## src/rtl/alu_frame_pkg.sv

```systemverilog
// Shared definitions for the framed UART/ALU controller.
// Contents:
//   - opcode encodings (6-bit, matched against the low NB_CODE bits of the opcode byte)
//   - receive FSM state encoding (3 bits) and transmit FSM state encoding (1 bit)
//   - frame_checksum(): XOR of operand A, operand B and opcode
package alu_frame_pkg;

  localparam logic [5:0] OP_ADD = 6'b100000;
  localparam logic [5:0] OP_SUB = 6'b100010;
  localparam logic [5:0] OP_AND = 6'b100100;
  localparam logic [5:0] OP_OR  = 6'b100101;
  localparam logic [5:0] OP_XOR = 6'b100110;
  localparam logic [5:0] OP_NOR = 6'b100111;
  localparam logic [5:0] OP_SRA = 6'b000011;
  localparam logic [5:0] OP_SRL = 6'b000010;

  typedef enum logic [2:0] {
    ST_A    = 3'd0,
    ST_B    = 3'd1,
    ST_OP   = 3'd2,
    ST_CHK  = 3'd3,
    ST_EXEC = 3'd4
  } rx_state_t;

  typedef enum logic {
    TX_IDLE = 1'b0,
    TX_BUSY = 1'b1
  } tx_state_t;

  // Operates on a 32-bit container so any byte width up to 32 can share it;
  // callers truncate the result back to their data width.
  function automatic logic [31:0] frame_checksum(input logic [31:0] a,
                                                 input logic [31:0] b,
                                                 input logic [31:0] op);
    return a ^ b ^ op;
  endfunction

endpackage

```

## src/rtl/sync_fifo.sv

```systemverilog
// Single-clock FIFO holding ALU results until the transmitter takes them.
// Ports:
//   clk, rst_n      clock, asynchronous active-low reset
//   push, wr_data   write request and data (ignored when full unless popping)
//   pop, rd_data    read request; rd_data always shows the head entry
//   full, empty     occupancy flags
//   count           registered occupancy, 0..FIFO_DEPTH
module sync_fifo #(
  parameter int unsigned NB_DATA    = 8,
  parameter int unsigned FIFO_DEPTH = 4
) (
  input  logic                          clk,
  input  logic                          rst_n,
  input  logic                          push,
  input  logic [NB_DATA-1:0]            wr_data,
  input  logic                          pop,
  output logic [NB_DATA-1:0]            rd_data,
  output logic                          full,
  output logic                          empty,
  output logic [$clog2(FIFO_DEPTH):0]   count
);

  localparam int unsigned AW = $clog2(FIFO_DEPTH);

  logic [NB_DATA-1:0] mem [FIFO_DEPTH];
  logic [AW:0]        wr_ptr_reg;
  logic [AW:0]        rd_ptr_reg;
  logic [AW:0]        count_reg;
  logic               do_push;
  logic               do_pop;

  // Pointers carry one extra wrap bit: equal pointers mean empty, equal
  // addresses with differing wrap bits mean full.
  assign empty   = (wr_ptr_reg == rd_ptr_reg);
  assign full    = (wr_ptr_reg[AW-1:0] == rd_ptr_reg[AW-1:0]) &&
                   (wr_ptr_reg[AW] != rd_ptr_reg[AW]);
  assign do_pop  = pop && !empty;
  // A pop in the same cycle frees the slot, so a full FIFO still accepts.
  assign do_push = push && (!full || do_pop);
  assign rd_data = mem[rd_ptr_reg[AW-1:0]];
  assign count   = count_reg;

  always_ff @(posedge clk) begin
    if (do_push) begin
      mem[wr_ptr_reg[AW-1:0]] <= wr_data;
    end
  end

  always_ff @(posedge clk or negedge rst_n) begin
    if (!rst_n) begin
      wr_ptr_reg <= '0;
      rd_ptr_reg <= '0;
      count_reg  <= '0;
    end else begin
      if (do_push) wr_ptr_reg <= wr_ptr_reg + (AW+1)'(1);
      if (do_pop)  rd_ptr_reg <= rd_ptr_reg + (AW+1)'(1);
      case ({do_push, do_pop})
        2'b10:   count_reg <= count_reg + (AW+1)'(1);
        2'b01:   count_reg <= count_reg - (AW+1)'(1);
        default: count_reg <= count_reg;
      endcase
    end
  end

endmodule

```

## src/rtl/alu_frame_ctrl.sv

```systemverilog
// Framed UART/ALU controller: assembles 4-byte frames (A, B, opcode, XOR
// checksum), validates and executes them, queues results and feeds the UART
// transmitter one byte per start/done handshake.
// Ports:
//   i_clk, i_reset        clock, asynchronous active-low reset
//   i_rx_done, i_rx_data  received-byte strobe and byte
//   i_tx_done             transmitter finished the current byte
//   o_tx_start, o_tx_data start pulse and byte (held until the next start)
//   o_err_cnt             saturating count of rejected/timed-out frames
//   o_ovf                 sticky: a valid result was dropped on a full FIFO
//   o_fifo_count          result FIFO occupancy
module alu_frame_ctrl #(
  parameter int unsigned NB_DATA        = 8,
  parameter int unsigned NB_CODE        = 6,
  parameter int unsigned FIFO_DEPTH     = 4,
  parameter int unsigned TIMEOUT_CYCLES = 1_000_000,
  parameter int unsigned NB_ERR         = 8
) (
  input  logic                        i_clk,
  input  logic                        i_reset,
  input  logic                        i_rx_done,
  input  logic [NB_DATA-1:0]          i_rx_data,
  input  logic                        i_tx_done,
  output logic                        o_tx_start,
  output logic [NB_DATA-1:0]          o_tx_data,
  output logic [NB_ERR-1:0]           o_err_cnt,
  output logic                        o_ovf,
  output logic [$clog2(FIFO_DEPTH):0] o_fifo_count
);

  import alu_frame_pkg::*;

  localparam int unsigned TW = $clog2(TIMEOUT_CYCLES + 1);

  rx_state_t            rx_state_reg;
  tx_state_t            tx_state_reg;
  logic [NB_DATA-1:0]   a_reg, b_reg, op_reg, chk_reg;
  logic [TW-1:0]        timer_reg;
  logic [NB_ERR-1:0]    err_cnt_reg;
  logic [NB_ERR-1:0]    err_cnt_next;
  logic                 ovf_reg;
  logic                 tx_start_reg;
  logic [NB_DATA-1:0]   tx_data_reg;

  logic [NB_CODE-1:0]   code;
  logic [NB_DATA-1:0]   alu_result;
  logic                 op_valid;
  logic                 chk_ok;
  logic                 frame_ok;

  logic                 fifo_push, fifo_pop, fifo_full, fifo_empty;
  logic [NB_DATA-1:0]   fifo_rd_data;

  assign code     = op_reg[NB_CODE-1:0];
  assign chk_ok   = (NB_DATA'(frame_checksum(32'(a_reg), 32'(b_reg), 32'(op_reg))) == chk_reg);
  assign frame_ok = chk_ok && op_valid;

  // Saturating increment shared by the reject and timeout paths.
  assign err_cnt_next = (err_cnt_reg == '1) ? err_cnt_reg : err_cnt_reg + NB_ERR'(1);

  always_comb begin
    alu_result = '0;
    op_valid   = 1'b1;
    case (code)
      NB_CODE'(OP_ADD): alu_result = a_reg + b_reg;
      NB_CODE'(OP_SUB): alu_result = a_reg - b_reg;
      NB_CODE'(OP_AND): alu_result = a_reg & b_reg;
      NB_CODE'(OP_OR):  alu_result = a_reg | b_reg;
      NB_CODE'(OP_XOR): alu_result = a_reg ^ b_reg;
      NB_CODE'(OP_NOR): alu_result = ~(a_reg | b_reg);
      NB_CODE'(OP_SRA): alu_result = (32'(b_reg) >= NB_DATA) ? {NB_DATA{a_reg[NB_DATA-1]}}
                                                             : NB_DATA'($signed(a_reg) >>> b_reg);
      NB_CODE'(OP_SRL): alu_result = (32'(b_reg) >= NB_DATA) ? '0 : (a_reg >> b_reg);
      default:          op_valid   = 1'b0;
    endcase
  end

  assign fifo_pop  = (tx_state_reg == TX_IDLE) && !fifo_empty;
  assign fifo_push = (rx_state_reg == ST_EXEC) && frame_ok;

  sync_fifo #(
    .NB_DATA    (NB_DATA),
    .FIFO_DEPTH (FIFO_DEPTH)
  ) u_fifo (
    .clk     (i_clk),
    .rst_n   (i_reset),
    .push    (fifo_push),
    .wr_data (alu_result),
    .pop     (fifo_pop),
    .rd_data (fifo_rd_data),
    .full    (fifo_full),
    .empty   (fifo_empty),
    .count   (o_fifo_count)
  );

  // Receive / execute FSM.
  always_ff @(posedge i_clk or negedge i_reset) begin
    if (!i_reset) begin
      rx_state_reg <= ST_A;
      a_reg        <= '0;
      b_reg        <= '0;
      op_reg       <= '0;
      chk_reg      <= '0;
      timer_reg    <= '0;
      err_cnt_reg  <= '0;
      ovf_reg      <= 1'b0;
    end else begin
      case (rx_state_reg)
        ST_A: begin
          timer_reg <= '0;
          if (i_rx_done) begin
            a_reg        <= i_rx_data;
            rx_state_reg <= ST_B;
          end
        end
        ST_B, ST_OP, ST_CHK: begin
          if (i_rx_done) begin
            // A byte arriving on the timeout cycle still counts.
            timer_reg <= '0;
            case (rx_state_reg)
              ST_B:    begin b_reg   <= i_rx_data; rx_state_reg <= ST_OP;   end
              ST_OP:   begin op_reg  <= i_rx_data; rx_state_reg <= ST_CHK;  end
              default: begin chk_reg <= i_rx_data; rx_state_reg <= ST_EXEC; end
            endcase
          end else if (timer_reg == TW'(TIMEOUT_CYCLES - 1)) begin
            timer_reg    <= '0;
            err_cnt_reg  <= err_cnt_next;
            rx_state_reg <= ST_A;
          end else begin
            timer_reg <= timer_reg + TW'(1);
          end
        end
        ST_EXEC: begin
          timer_reg <= '0;
          if (!frame_ok) begin
            err_cnt_reg <= err_cnt_next;
          end else if (fifo_full && !fifo_pop) begin
            ovf_reg <= 1'b1;
          end
          // Back-to-back frames: a byte here is already operand A.
          if (i_rx_done) begin
            a_reg        <= i_rx_data;
            rx_state_reg <= ST_B;
          end else begin
            rx_state_reg <= ST_A;
          end
        end
        default: rx_state_reg <= ST_A;
      endcase
    end
  end

  // Transmit handshake FSM.
  always_ff @(posedge i_clk or negedge i_reset) begin
    if (!i_reset) begin
      tx_state_reg <= TX_IDLE;
      tx_start_reg <= 1'b0;
      tx_data_reg  <= '0;
    end else begin
      tx_start_reg <= 1'b0;
      case (tx_state_reg)
        TX_IDLE: begin
          if (!fifo_empty) begin
            tx_data_reg  <= fifo_rd_data;
            tx_start_reg <= 1'b1;
            tx_state_reg <= TX_BUSY;
          end
        end
        TX_BUSY: begin
          if (i_tx_done) tx_state_reg <= TX_IDLE;
        end
        default: tx_state_reg <= TX_IDLE;
      endcase
    end
  end

  assign o_tx_start = tx_start_reg;
  assign o_tx_data  = tx_data_reg;
  assign o_err_cnt  = err_cnt_reg;
  assign o_ovf      = ovf_reg;

endmodule

```

## config.mk

```make
export PLATFORM = sky130hd
export DESIGN_NAME = alu_frame_ctrl
export DESIGN_NICKNAME = d
export VERILOG_FILES = /design/src/rtl/alu_frame_pkg.sv /design/src/rtl/sync_fifo.sv /design/src/rtl/alu_frame_ctrl.sv
export SDC_FILE = /design/constraint.sdc
export NUM_CORES = 1
export LEC_CHECK = 0
export ABC_AREA = 1
export BUFFER_PORTS_ARGS = -buffer_cell sky130_fd_sc_hd__buf_2
export CAP_MARGIN = 10
export CORE_UTILIZATION = 55
export DETAILED_ROUTE_END_ITERATION = 10
export PLACE_DENSITY_LB_ADDON = 0.2
export SETUP_SLACK_MARGIN = 0.4
export SYNTH_ARGS = -nofsm -noshare
export SYNTH_HDL_FRONTEND = slang
export SYNTH_SLANG_ARGS = --single-unit
```

## constraint.sdc

```tcl
create_clock -name i_clk -period 2.65 [get_ports i_clk]
set_input_delay 0.6625 -clock i_clk [delete_from_list [all_inputs] [get_ports i_clk]]
set_output_delay 0.6625 -clock i_clk [all_outputs]
set_load 0.03 [all_outputs]
```

# After elaboration in Yosys (flattened, before gate mapping)
# Memory sizes are Yosys's and may differ from the RTL's. A register that Yosys moved wholly into a read port is not among the register bits.
# Index checks and enable logic that the tools add are counted.
[word_totals] inputBits=12 regBits=75 out_inout_bits=21 mem_bits_rw=32 elab_cells=112 mem_count=1
[mem_list] memory="u_fifo.mem" depth=4 width=8 rd=1 rd_ports_with_merged_regs=1 wr=1 line_no="sync_fifo.sv:25" source="logic [NB_DATA-1:0] mem [FIFO_DEPTH];"
[classes] n_addsub=8 mux=25 bitwise_logic=9 order_cmp=1 shift=2 reduce_logical=28 eq_ne=25
[op_table] operator="$pmux 8 s8" count=1
[op_table] operator="$mux 8" count=6
[op_table] operator="$mux 20" count=2
[op_table] operator="$pmux 20 s2" count=1
[op_table] operator="$eq 6x6->1 const B" count=6
[op_table] operator="$xor 8x8->8" count=3
[op_table] operator="$add 20x1->20 const B" count=1
[op_table] operator="$eq 20x20->1 const B" count=1
[op_table] operator="$pmux 8 s2" count=1
[op_table] operator="$eq 6x2->1 const B" count=2
[op_table] operator="$pmux 3 s2" count=2
[op_table] operator="$reduce_and 3->1" count=4
[op_table] operator="$add 3x1->3 const B" count=3
[op_table] operator="$mux 3" count=3
[op_table] operator="$pmux 3 s3" count=1
[op_table] operator="$add 8x1->8 const B" count=1
[op_table] operator="$add 8x8->8" count=1
[op_table] operator="$and 8x8->8" count=1
[op_table] operator="$eq 8x8->1" count=1
[op_table] operator="$eq 8x8->1 const B" count=1
[op_table] operator="$ge 8x4->1 const B" count=1
[op_table] operator="$ne 2x2->1 const B" count=4
[op_table] operator="$not 8->8" count=1
[op_table] operator="$or 8x8->8" count=1
[op_table] operator="other kinds (26)" count=49

# Depth between registers and ports, before layout
# Gate-level depths: netlist of run 1.
[logic_depth] word_depth=8 mapped_depth=21

# By module
# Synthesis of run 1 repeated with hierarchy kept, for this count alone.
[unflattened] cells_unflattened=909 area_unflattened_um2=7053.0
[by_module_without_submodules] mod="alu_frame_ctrl" seq_area_each_um2=1851.8 area_each_um2=5236.3 cells_per_inst=757 instances=1
[by_module_without_submodules] mod="sync_fifo" seq_area_each_um2=1186.1 area_each_um2=1816.7 cells_per_inst=152 instances=1

# Least setup slack after synthesis of run 1
# OpenSTA, ideal clock, no wires.
[synth_path] path_type="reg-to-reg" start="register b_reg[2]" end="memory u_fifo.mem[0][0] (enable)" t_required_ns=2.279 stages_incl_launch_ff=13 setup_slack_ns=0.017 synth_period_minus_slack_ns=2.633 arrival_ns=2.262 path_cell_list="dfrtp_1 clkbuf_1 inv_1 clkbuf_1 ha_1 inv_1 nand2_1 nand2_1 nand2_1 nand2_1 nor3b_2 nand3_1 nor2_1"
[synth_via] elab_chain_cells=8
[synth_lines] element="start, declared" line_no="alu_frame_ctrl.sv:37" source="logic [NB_DATA-1:0] a_reg, b_reg, op_reg, chk_reg;"
[synth_lines] element="start signal, assigned" line_no="alu_frame_ctrl.sv:101" source="b_reg <= '0;"
[synth_lines] element="start signal, assigned" line_no="alu_frame_ctrl.sv:121" source="ST_B: begin b_reg <= i_rx_data; rx_state_reg <= ST_OP; end"
[synth_lines] element="$xor 8x8->8 (2 in series)" line_no="alu_frame_pkg.sv:35" source="return a ^ b ^ op;"
[synth_lines] element="$eq 8x8->1" line_no="alu_frame_ctrl.sv:55" source="assign chk_ok = (NB_DATA'(frame_checksum(32'(a_reg), 32'(b_reg), 32'(op_reg))) == chk_reg);"
[synth_lines] element="$logic_and 1x1->1" line_no="alu_frame_ctrl.sv:56" source="assign frame_ok = chk_ok && op_valid;"
[synth_lines] element="$logic_and 1x1->1" line_no="alu_frame_ctrl.sv:79" source="assign fifo_push = (rx_state_reg == ST_EXEC) && frame_ok;"
[synth_lines] element="$logic_and 1x1->1" line_no="sync_fifo.sv:39" source="assign do_push = push && (!full || do_pop);"
[synth_lines] element="$mux 1" line_no="sync_fifo.sv:44" source="if (do_push) begin"
[synth_lines] element="$mux 1 (not written as such)" line_no="sync_fifo.sv:45" source="mem[wr_ptr_reg[AW-1:0]] <= wr_data;"
[synth_lines] element="end, declared" line_no="sync_fifo.sv:25"
# No other way between the ends.

# Final worst setup path of run 1
[layout_path] start="register op_reg[3]" end="memory u_fifo.mem[3][7] (data pin)"
[layout_via] elab_chain_cells=2
[layout_lines] element="start, declared" line_no="alu_frame_ctrl.sv:37"
[layout_lines] element="start signal, assigned" line_no="alu_frame_ctrl.sv:102" source="op_reg <= '0;"
[layout_lines] element="start signal, assigned" line_no="alu_frame_ctrl.sv:122" source="ST_OP: begin op_reg <= i_rx_data; rx_state_reg <= ST_CHK; end"
[layout_lines] element="$eq 6x2->1 / $eq 6x6->1 (equally long branches)" line_no="alu_frame_ctrl.sv:64" source="case (code)"
[layout_lines] element="$pmux 8 s8 *" line_no="alu_frame_ctrl.sv:64"
[layout_lines] element="named net alu_result[7]" line_no="alu_frame_ctrl.sv:46" source="logic [NB_DATA-1:0] alu_result;"
# The timed path passes the listed nets; every way through them passes the cells marked *.

==> results of run 1 <==
## timing repair
item,in CTS,in global routing
setup buffers,14,11
gates resized for setup,30,50
setup endpoints to repair,62,70
pin swaps,18,29
## per-layer routing
metal	vias to the layer above	track usage	part of all wire
met4	0	0.135	0.030
met2	257	0.490	0.47
li1	3040	-	-
met1	3025	0.406	0.43
met3	50	0.0701	0.064
met5	-	0	0
## Yosys cell counts, types with 2 or more instances
master	number	area (um^2)
o2111ai_1	2	17.5
nor2_4	3	33.8
buf_2	6	30.0
nor3_1	11	55.1
edfxtp_1	32	961
nand2_4	2	22.5
xnor2_1	10	87.6
xor2_1	20	175
clkbuf_1	12	45.0
nor2_2	6	37.5
a211oi_1	3	22.5
ha_1	31	388
nand4_1	12	75.1
nand3_1	52	260
a21oi_1	20	100
nor3b_2	2	25.0
nor2_1	94	353
o22ai_1	5	31.3
a31oi_1	11	68.8
o21ai_1	4	20.0
o211ai_1	10	75.1
nand2_1	207	777
inv_1	110	413
dfrtp_1	83	2080
inv_2	5	18.8
o31ai_1	3	22.5
o21ai_0	102	510
fa_1	2	40.0
## worst register-to-register path: cells and delay by family (launching register included)
kind,cells,cell delay [ps]
AO/OA/AOI/OAI,4,600
XOR/XNOR,1,140
adder cells (fa/ha/maj),1,300
flip-flops,1,420
AND/OR/NAND/NOR,9,860
## worst paths after layout
check | endpoint | slack [ps] | cells after the start
setup / recovery | u_fifo.mem[3][7]$_DFFE_PP_ | 60 | 15
hold / removal | o_tx_data[4]$_DFFE_PN0P_ | 200 | 1
setup reg to reg | u_fifo.mem[3][7]$_DFFE_PP_ | 60 | 15
hold reg to reg | u_fifo.count[0]$_DFFE_PN0P_ | 490 | 1
max in group asynchronous | op_reg[0]$_DFFE_PN0P_ | 1800 | 2
min in group i_clk | tx_state_reg$_DFF_PN0_ | 430 | 2
## report_power, final
group          switching (mW)  total (mW)  internal, mW
sequential              0.396        2.72          2.33
clock                   0.824        2.22          1.40
combinational            3.71        5.96          2.24
total                    4.93        10.9          5.96
## cell type report
| type | count | area share |
|---|---|---|
| multi-input cells | 622 | 0.427 |
| flip-flops and latches | 115 | 0.357 |
| repair buffers | 87 | 0.0723 |
| inverters | 116 | 0.0516 |
| clock buffers | 18 | 0.0514 |
| well taps | 168 | 0.0246 |
| clock inverters | 14 | 0.0161 |
## logic make-up after synthesis
family / count (synthesis) / synth area share
adder cells (fa/ha/maj): 33 / 0.0625
XOR/XNOR: 31 / 0.0407
buffers and inverters: 136 / 0.0767
AO/OA/AOI/OAI: 163 / 0.130
AND/OR/NAND/NOR: 395 / 0.246
flip-flops: 115 / 0.443
## metrics by stage
step / power [mW] / setup TNS (ps) / area (um^2) / utilization
floorplan: 6.28 / 0 / 6980 / -
global placement: 7.59 / 0 / 7460 / 0.619
detailed placement: 7.74 / 0 / 7460 / 0.619
CTS: 10.4 / 0 / 8290 / 0.687
global route: 11.7 / -502 / 8540 / 0.708
finish: 10.9 / 0 / 8540 / 0.708
==> results.yml, run 1 <==
logic_synthesis:
  synth_seq_cells: 115
  ys_seq_area_frac: 0.443
  synth_cells: 873
  syn-num-nets: 918
  ys_warn_count: 0
  synth-async-reset-ratio: 0.722
  synth_area_um2: 6850
  synth_cell_type_count: 41
  synth-main-ff-cell: "dfrtp_1"
  synth_edf_count: 32
  avgSynthCellArea_um2: 7.85
floorplan:
  initial_core_util: 0.568
  dieArea_um2: 12900
  std_cell_rows: 40
  die_w_um: 114
  ios: 33
  coreArea_um2: 12100
  die_h_um: 114
cells_and_area:
  n_fill_cell: 935
  fin_nets: 1004
  finalNonFillerCells: 1140
  diodes: 0
  ff_latch_area_um2: 3040
  area_growth_pct: 24.6
  final_common_cell: "nand2_1"
  multi_input_area_um2: 3650
  largest_reg_flops: 32
  final_cell_mix: "nand2_1, o21ai_0, inv_1, nor2_1, dfrtp_1"
  layout-drive-gt1-share: 0.227
placed_design:
  finalWeightedCongestion: 1.01
  portBuffers: 32
  preCtsSetupSlack_ps: 83.9
  dpl.cell_count: 1083
  hpwl_um: 13600
timing:
  hold_ws_ps: 199
  finalCritPeriodShare: 0.978
  hold_viol: 0
  post-route-min-period_ps: 2590
  max_freq_ghz: 0.386
  rsz0062_at_grt: "yes"
  report.final.slew_viol_count: 0
  tightestPinTransition_ps: 644
  slew_headroom: 0.570
  setup_viol: 0
  skew_ps: 14.9
  setup_ws_ps: 59.0
clock_network:
  cts_num_sinks: 115
  clock_latency_ps: 420
  cts_buffers: 17
  cts_hold_buffers: 0
  cts_tree: "yes"
  root_buffer: "clkbuf_16"
  cts.htree.levels: 4
  clockBufferDepth: 2
  path_clk_slew_ps: 60
grt:
  grt.overflow.total: 0
  grt_use_total: 0.309
  grt_pass1_vias: 5961
  grt_first_pass_wirelength_um: 30000
  grt_max_degree: 51
  grt_antenna_before_repair: 0
worst_setup_path:
  critPathMaxStageDelay_ps: 420
  crit_family: "simple AND/OR/NAND/NOR gates"
  rr_startpoint: "op_reg[3]$_DFFE_PN0P_"
  crit_type: "reg -> reg"
  cp-start-kind: "flip-flop"
  crit_fanout: 8
  required_ps: 2790
  cp_data_arrival_time_ps: 2730
  cpMaxStageDelayCell: "dfrtp_2"
  crit_path_end_kind: "flip-flop"
  crit_chain: "nor2_4, nand2_2, nor2_4, nand2_4, nand2_2, xor2_1, ha_1, a21oi_2, nand2_2, nand2_1, nand2_1, a21oi_2, o21ai_2, o21ai_1, nand2_1"
  path_buf_inv: 0
  critPathLaunch: "op_reg[3]$_DFFE_PN0P_"
routing:
  dr.pass1.iters: 5
  vias_per_cell: 5.59
  avgRoutedWirePerCell_um: 16.6
  drt_iter0_markers: 548
  drc: 0
  vias: 6372
  wl_um: 18900
  final_antenna_net_count: 0
power:
  vdd_drop_max_mv: 0.929
  p_leak_nw: 3.93
  power_per_cell_area_nw_per_um2: 1280
min_path:
  min_path_type: "in -> async"
job:
  maxCapViolations: 0
status:
  outcome: "complete, no violations"
Power figures use the tool's default switching activity.
==> run 2, diff against run 1 <==
MAX_ROUTING_LAYER = met4   (was unset)
clock period = 2.2 ns   (was 2.65 ns; I/O delays follow)
==> results.yml, run 2 (same netlist as run 1, synthesis figures left out) <==
cells_and_area:
  n_fill_cell: 782
  multi_input_area_um2: 3840
  layout-drive-gt1-share: 0.321
  fin_nets: 1085
  final_common_cell: "nand2_1"
  finalInstanceArea_um2: 9420
  area_growth_pct: 37.4
  largest_reg_flops: 32
  final_cell_mix: "nand2_1, buf_4, inv_1, o21ai_0, dfrtp_1"
  diodes: 0
  fin_util: 0.781
  ff_latch_area_um2: 3040
timing:
  report.final.slew_viol_count: 0
  tightestPinTransition_ps: 596
  slew_headroom: 0.602
  setup_tns_ps: -13700
  post-route-min-period_ps: 2550
  rsz0062_at_grt: "yes"
  skew_ps: 11.2
  finalCritPeriodShare: 1.16
  setup_ws_ps: -355
  max_freq_ghz: 0.391
  setup_viol: 70
  hold_viol: 0
floorplan:
  initial_core_util: 0.568
  ios: 33
  coreArea_um2: 12100
  die_h_um: 114
  std_cell_rows: 40
  dieArea_um2: 12900
  die_w_um: 114
placed_design:
  preCtsSetupSlack_ps: -259
  portBuffers: 32
  hpwl_um: 13700
  finalWeightedCongestion: 0.982
  place_area_um2: 7950
routing:
  vias_per_cell: 5.48
  drt_iter0_markers: 745
  avgRoutedWirePerCell_um: 16.7
  dr.pass1.iters: 5
  final_antenna_net_count: 0
  vias: 6693
  drc: 0
  wl_um: 20400
grt:
  grt_first_pass_wirelength_um: 30800
  grt_pass1_vias: 6288
  grt_antenna_before_repair: 0
  grt_max_degree: 35
  grt_use_total: 0.324
  grt.overflow.total: 0
power:
  p_leak_nw: 4.38
  vdd_drop_max_mv: 1.13
  power_per_cell_area_nw_per_um2: 1500
worst_setup_path:
  cp_data_arrival_time_ps: 2700
  crit_type: "reg -> reg"
  crit_fanout: 5
  critPathMaxStageDelay_ps: 420
  required_ps: 2350
  cp-start-kind: "flip-flop"
  cpMaxStageDelayCell: "dfrtp_2"
  crit_top_cell: "nand2_2"
  crit_chain: "nor2_4, nand2_2, nor2_4, nand2_4, nand2_2, xor2_1, ha_1, a21oi_2, nand2_2, nand2_2, nand2_2, a21oi_4, xnor2_1, a21oi_1, nand2_1"
  crit_path_end_kind: "flip-flop"
clock_network:
  clock_latency_ps: 420
  cts_num_sinks: 115
  root_buffer: "clkbuf_16"
  path_clk_slew_ps: 60
  clockBufferDepth: 2
  cts_buffers: 17
  cts.htree.levels: 4
  cts_tree: "yes"
min_path:
  min_path_type: "in -> async"
job:
  maxCapViolations: 0
status:
  outcome: "finished, violations left"
  violations: "negative setup slack"
[run 2: cell count changes in the layout (fill, tap and decap cells not counted), sizes merged]
cell and change:
nand2 +1, buf +79, clkinvlp -1, bufinv -2
clkinv +1, inv +3
[run 2: per-stage QoR]
step / instances / hold slack (ps) / total power [mW]
2_1_floorplan: 873 / 254 / 7.62
3_3_place_gp: 1145 / 460 / 9.88
3_5_place_dp: 1145 / 465 / 10.1
4_1_cts: 1196 / 45.7 / 13.1
5_1_grt: 1221 / 61.5 / 15.1
6_report: 1221 / 53.4 / 14.2
[run 2: critical path: cells and delay by family, from the launching register on]
| kind | cells | cell delay [ps] |
|---|---|---|
| AO/OA/AOI/OAI | 3 | 500 |
| XOR/XNOR | 2 | 250 |
| adder cells (fa/ha/maj) | 1 | 300 |
| flip-flops | 1 | 420 |
| AND/OR/NAND/NOR | 9 | 800 |
[run 2: path summary, 6_finish.rpt]
| check | from | end | slack [ps] | depth (start not counted) |
|---|---|---|---|---|
| setup / recovery | op_reg[3]$_DFFE_PN0P_ | u_fifo.mem[1][5]$_DFFE_PP_ | -350 | 15 |
| hold / removal | i_reset | o_tx_data[7]$_DFFE_PN0P_ | 50 | 1 |
| setup reg to reg | op_reg[3]$_DFFE_PN0P_ | u_fifo.mem[1][5]$_DFFE_PP_ | -350 | 15 |
| hold reg to reg | o_ovf$_DFFE_PN0P_ | o_ovf$_DFFE_PN0P_ | 480 | 1 |
| max in group asynchronous | i_reset | b_reg[0]$_DFFE_PN0P_ | 1590 | 2 |
| min in group i_clk | i_tx_done | tx_state_reg$_DFF_PN0_ | 340 | 2 |
[run 2: layout make-up]
type | count | share of cell area
Multi-Input combinational cell | 623 | 0.408
Timing Repair inverter | 1 | 0.000797
Tap cell | 168 | 0.0223
Clock buffer | 18 | 0.0456
Inverter | 116 | 0.0474
Clock inverter | 14 | 0.0110
Timing Repair Buffer | 166 | 0.142
Sequential cell | 115 | 0.323
[run 2: what timing repair did]
| item | 4_1_cts | 5_1_grt |
|---|---|---|
| resized for setup | 50 | 111 |
| gates cloned | 1 | 1 |
| pin swaps | 32 | 56 |
| buffers inserted | 18 | 24 |
| hold buffers | 0 | 0 |
| setup endpoints to repair | 87 | 103 |
[run 2: report_power, final]
part           internal [mW]  switching, mW  leakage [nW]
Sequential              2.80          0.375          1.35
Combinational           3.52           4.94          2.77
Clock                   1.45           1.07         0.259
Total                   7.77           6.38          4.38
[run 2: per-layer routing]
metal / part of all wire / global-route usage
met3: 0.049 / 0.0606
met4: 0.020 / 0.0974
met1: 0.43 / 0.411
met2: 0.50 / 0.528
met5: 0 / -
==> run 3, diff against run 2 <==
--- a/config.mk
+++ b/config.mk
@@ -6,5 +6,4 @@
 export NUM_CORES = 1
 export LEC_CHECK = 0
-export ABC_AREA = 1
 export BUFFER_PORTS_ARGS = -buffer_cell sky130_fd_sc_hd__buf_2
 export CAP_MARGIN = 10
==> constraint.sdc (replaced) <==
create_clock -name i_clk -period 2.2 [get_ports i_clk]
set_input_delay 0.11 -clock i_clk [delete_from_list [all_inputs] [get_ports i_clk]]
set_output_delay 0.11 -clock i_clk [all_outputs]
set_load 0.03 [all_outputs]
==> results.yml, run 3 <==
routing:
  dr.pass1.iters: 8
  wl_um: 23800
  avgRoutedWirePerCell_um: 24.0
  vias: 6337
  final_antenna_net_count: 0
  drc: 2
  vias_per_cell: 6.39
  drt_iter0_markers: 669
power:
  p_leak_nw: 4.24
  vdd_drop_max_mv: 1.61
  power_per_cell_area_nw_per_um2: 1630
logic_synthesis:
  synth_area_um2: 6650
  synth_edf_count: 32
  ys_seq_area_frac: 0.457
  synth_seq_cells: 115
  synth_cell_type_count: 67
  synth_cells: 640
  synth-async-reset-ratio: 0.722
  yosysMostFrequentCell: "nand2_1"
  ys_warn_count: 0
  synth-main-ff-cell: "dfrtp_1"
  synth.area.top_cells: "dfrtp_1, edfxtp_1, ha_1, nand2_1, o21ai_0"
  syn-num-nets: 685
  synth_common_cells: "nand2_1, dfrtp_1, o21ai_0, nor2_1, edfxtp_1"
  synth_top_area_share: 0.312
  avgSynthCellArea_um2: 10.4
  yosys.area.top_type: "dfrtp_1"
clock_network:
  cts_buffers: 17
  clockBufferDepth: 2
  clock_latency_ps: 430
  root_buffer: "clkbuf_16"
  cts.htree.levels: 4
  path_clk_slew_ps: 60
  cts_num_sinks: 115
  cts_tree: "yes"
timing:
  skew_ps: 9.46
  hold_viol: 0
  setup_viol: 91
  setup_tns_ps: -32500
  max_freq_ghz: 0.341
  rsz0062_at_grt: "yes"
  setup_ws_ps: -730
  post-route-min-period_ps: 2930
  hold_ws_ps: 188
  finalCritPeriodShare: 1.33
  report.final.slew_viol_count: 0
  tightestPinTransition_ps: 1280
  slew_headroom: 0.141
status:
  violations: "design-rule violations, negative setup slack"
  outcome: "finished, violations left"
placed_design:
  finalWeightedCongestion: 0.932
  portBuffers: 32
  dpl.cell_count: 901
  hpwl_um: 12500
grt:
  grt_max_degree: 47
  grt_pass1_vias: 6347
  grt_antenna_before_repair: 0
  grt_first_pass_wirelength_um: 33300
  grt_use_total: 0.360
  grt.overflow.total: 0
worst_setup_path:
  crit_fanout: 4
  required_ps: 2350
  critPathMaxStageDelay_ps: 570
  crit_type: "reg -> reg"
  reg2reg_depth: 11
  cpMaxStageDelayCell: "or4b_4"
  crit_path_end_kind: "flip-flop"
  crit_chain: "or4b_4, nor2_4, mux2i_2, buf_4, fa_2, a21o_1, a21oi_2, o21bai_1, a21oi_1, xor2_1, o221ai_2"
  cp_data_arrival_time_ps: 3080
  cp-start-kind: "flip-flop"
floorplan:
  coreArea_um2: 11600
  std_cell_rows: 39
  die_h_um: 112
  ios: 33
  die_w_um: 112
  dieArea_um2: 12500
  initial_core_util: 0.572
cells_and_area:
  finalNonFillerCells: 991
  largest_reg_flops: 32
  layout-drive-gt1-share: 0.442
  final_common_cell: "buf_4"
  diodes: 0
  fin_nets: 880
  final_cell_mix: "buf_4, nand2_1, dfrtp_1, o21ai_0, edfxtp_1"
  area_growth_pct: 45.8
  fin_util: 0.834
job:
  maxCapViolations: 0
min_path:
  min_path_type: "in -> reg"
  worstHoldPathCells: 3
run 3: report_power, final:
part	internal (mW)	switching (mW)
registers	2.80	0.425
logic	4.71	5.02
clock network	1.70	1.14
run 3: final cells by class:
cell class | instances | area [um^2]
Tap cell | 143 | 179
Multi-Input combinational cell | 472 | 4060
Timing Repair Buffer | 201 | 1690
Sequential cell | 115 | 3050
Clock inverter | 15 | 173
Inverter | 28 | 120
Fill cell | 558 | 1920
Clock buffer | 17 | 425
run 3: worst max-delay path: cells and delay by family, from the launching register on:
family | cells | cell delay (ps)
buffers and inverters | 1 | 140
and+or+nand+nor | 2 | 710
adders and majority gates | 1 | 330
DFF | 1 | 390
xor gates and xnor gates | 1 | 220
muxes | 1 | 90
AOI/OAI and AO/OA | 5 | 790
run 3: path summary, 6_finish.rpt:
| kind | from | end | slack (ps) |
|---|---|---|---|
| min reg2reg | o_ovf$_DFFE_PN0P_ | o_ovf$_DFFE_PN0P_ | 470 |
| min | i_rx_done | rx_state_reg[0]$_DFFE_PN0P_ | 190 |
| max | op_reg[2]$_DFFE_PN0P_ | u_fifo.mem[2][6]$_DFFE_PP_ | -730 |
| max reg2reg | op_reg[2]$_DFFE_PN0P_ | u_fifo.mem[2][6]$_DFFE_PP_ | -730 |
| max in group asynchronous | i_reset | timer_reg[6]$_DFFE_PN0P_ | 1340 |
| min in group asynchronous | i_reset | o_tx_data[3]$_DFFE_PN0P_ | 200 |
run 3: what timing repair did:
action / CTS / global route
setup buffers: 26 / 18
resized for setup: 83 / 51
endpoints found under the hold margin: 62 / 0
hold buffers: 10 / 0
pin swaps: 49 / 36
cloned: 4 / 0
setup endpoints to repair: 99 / 111
run 3: cells by family after synthesis:
logic type                 count (synthesis)  share of synthesized area
AOI/OAI and AO/OA                        139                      0.126
adders and majority gates                 33                     0.0644
xor gates and xnor gates                  47                     0.0775
and+or+nand+nor                          210                      0.159
buffers and inverters                     54                     0.0318
muxes                                     42                     0.0836
DFF                                      115                      0.457
run 3: metal layers:
| layer | vias to the layer above | track usage | share of wire |
|---|---|---|---|
| li1 | 2710 | - | - |
| met1 | 3140 | 0.446 | 0.38 |
| met2 | 371 | 0.573 | 0.49 |
| met3 | 116 | 0.0713 | 0.080 |
| met4 | 0 | 0.162 | 0.053 |
| met5 | - | - | 0 |
run 3: stage by stage:
| step | setup WS [ps] | area (um^2) | power [mW] |
|---|---|---|---|
| after floorplan | -659 | 6920 | 8.16 |
| after global placement | -667 | 7960 | 10.6 |
| after detailed placement | -706 | 7960 | 10.8 |
| after CTS | -645 | 9260 | 14.6 |
| after global routing | -840 | 9690 | 16.5 |
| final | -730 | 9690 | 15.8 |
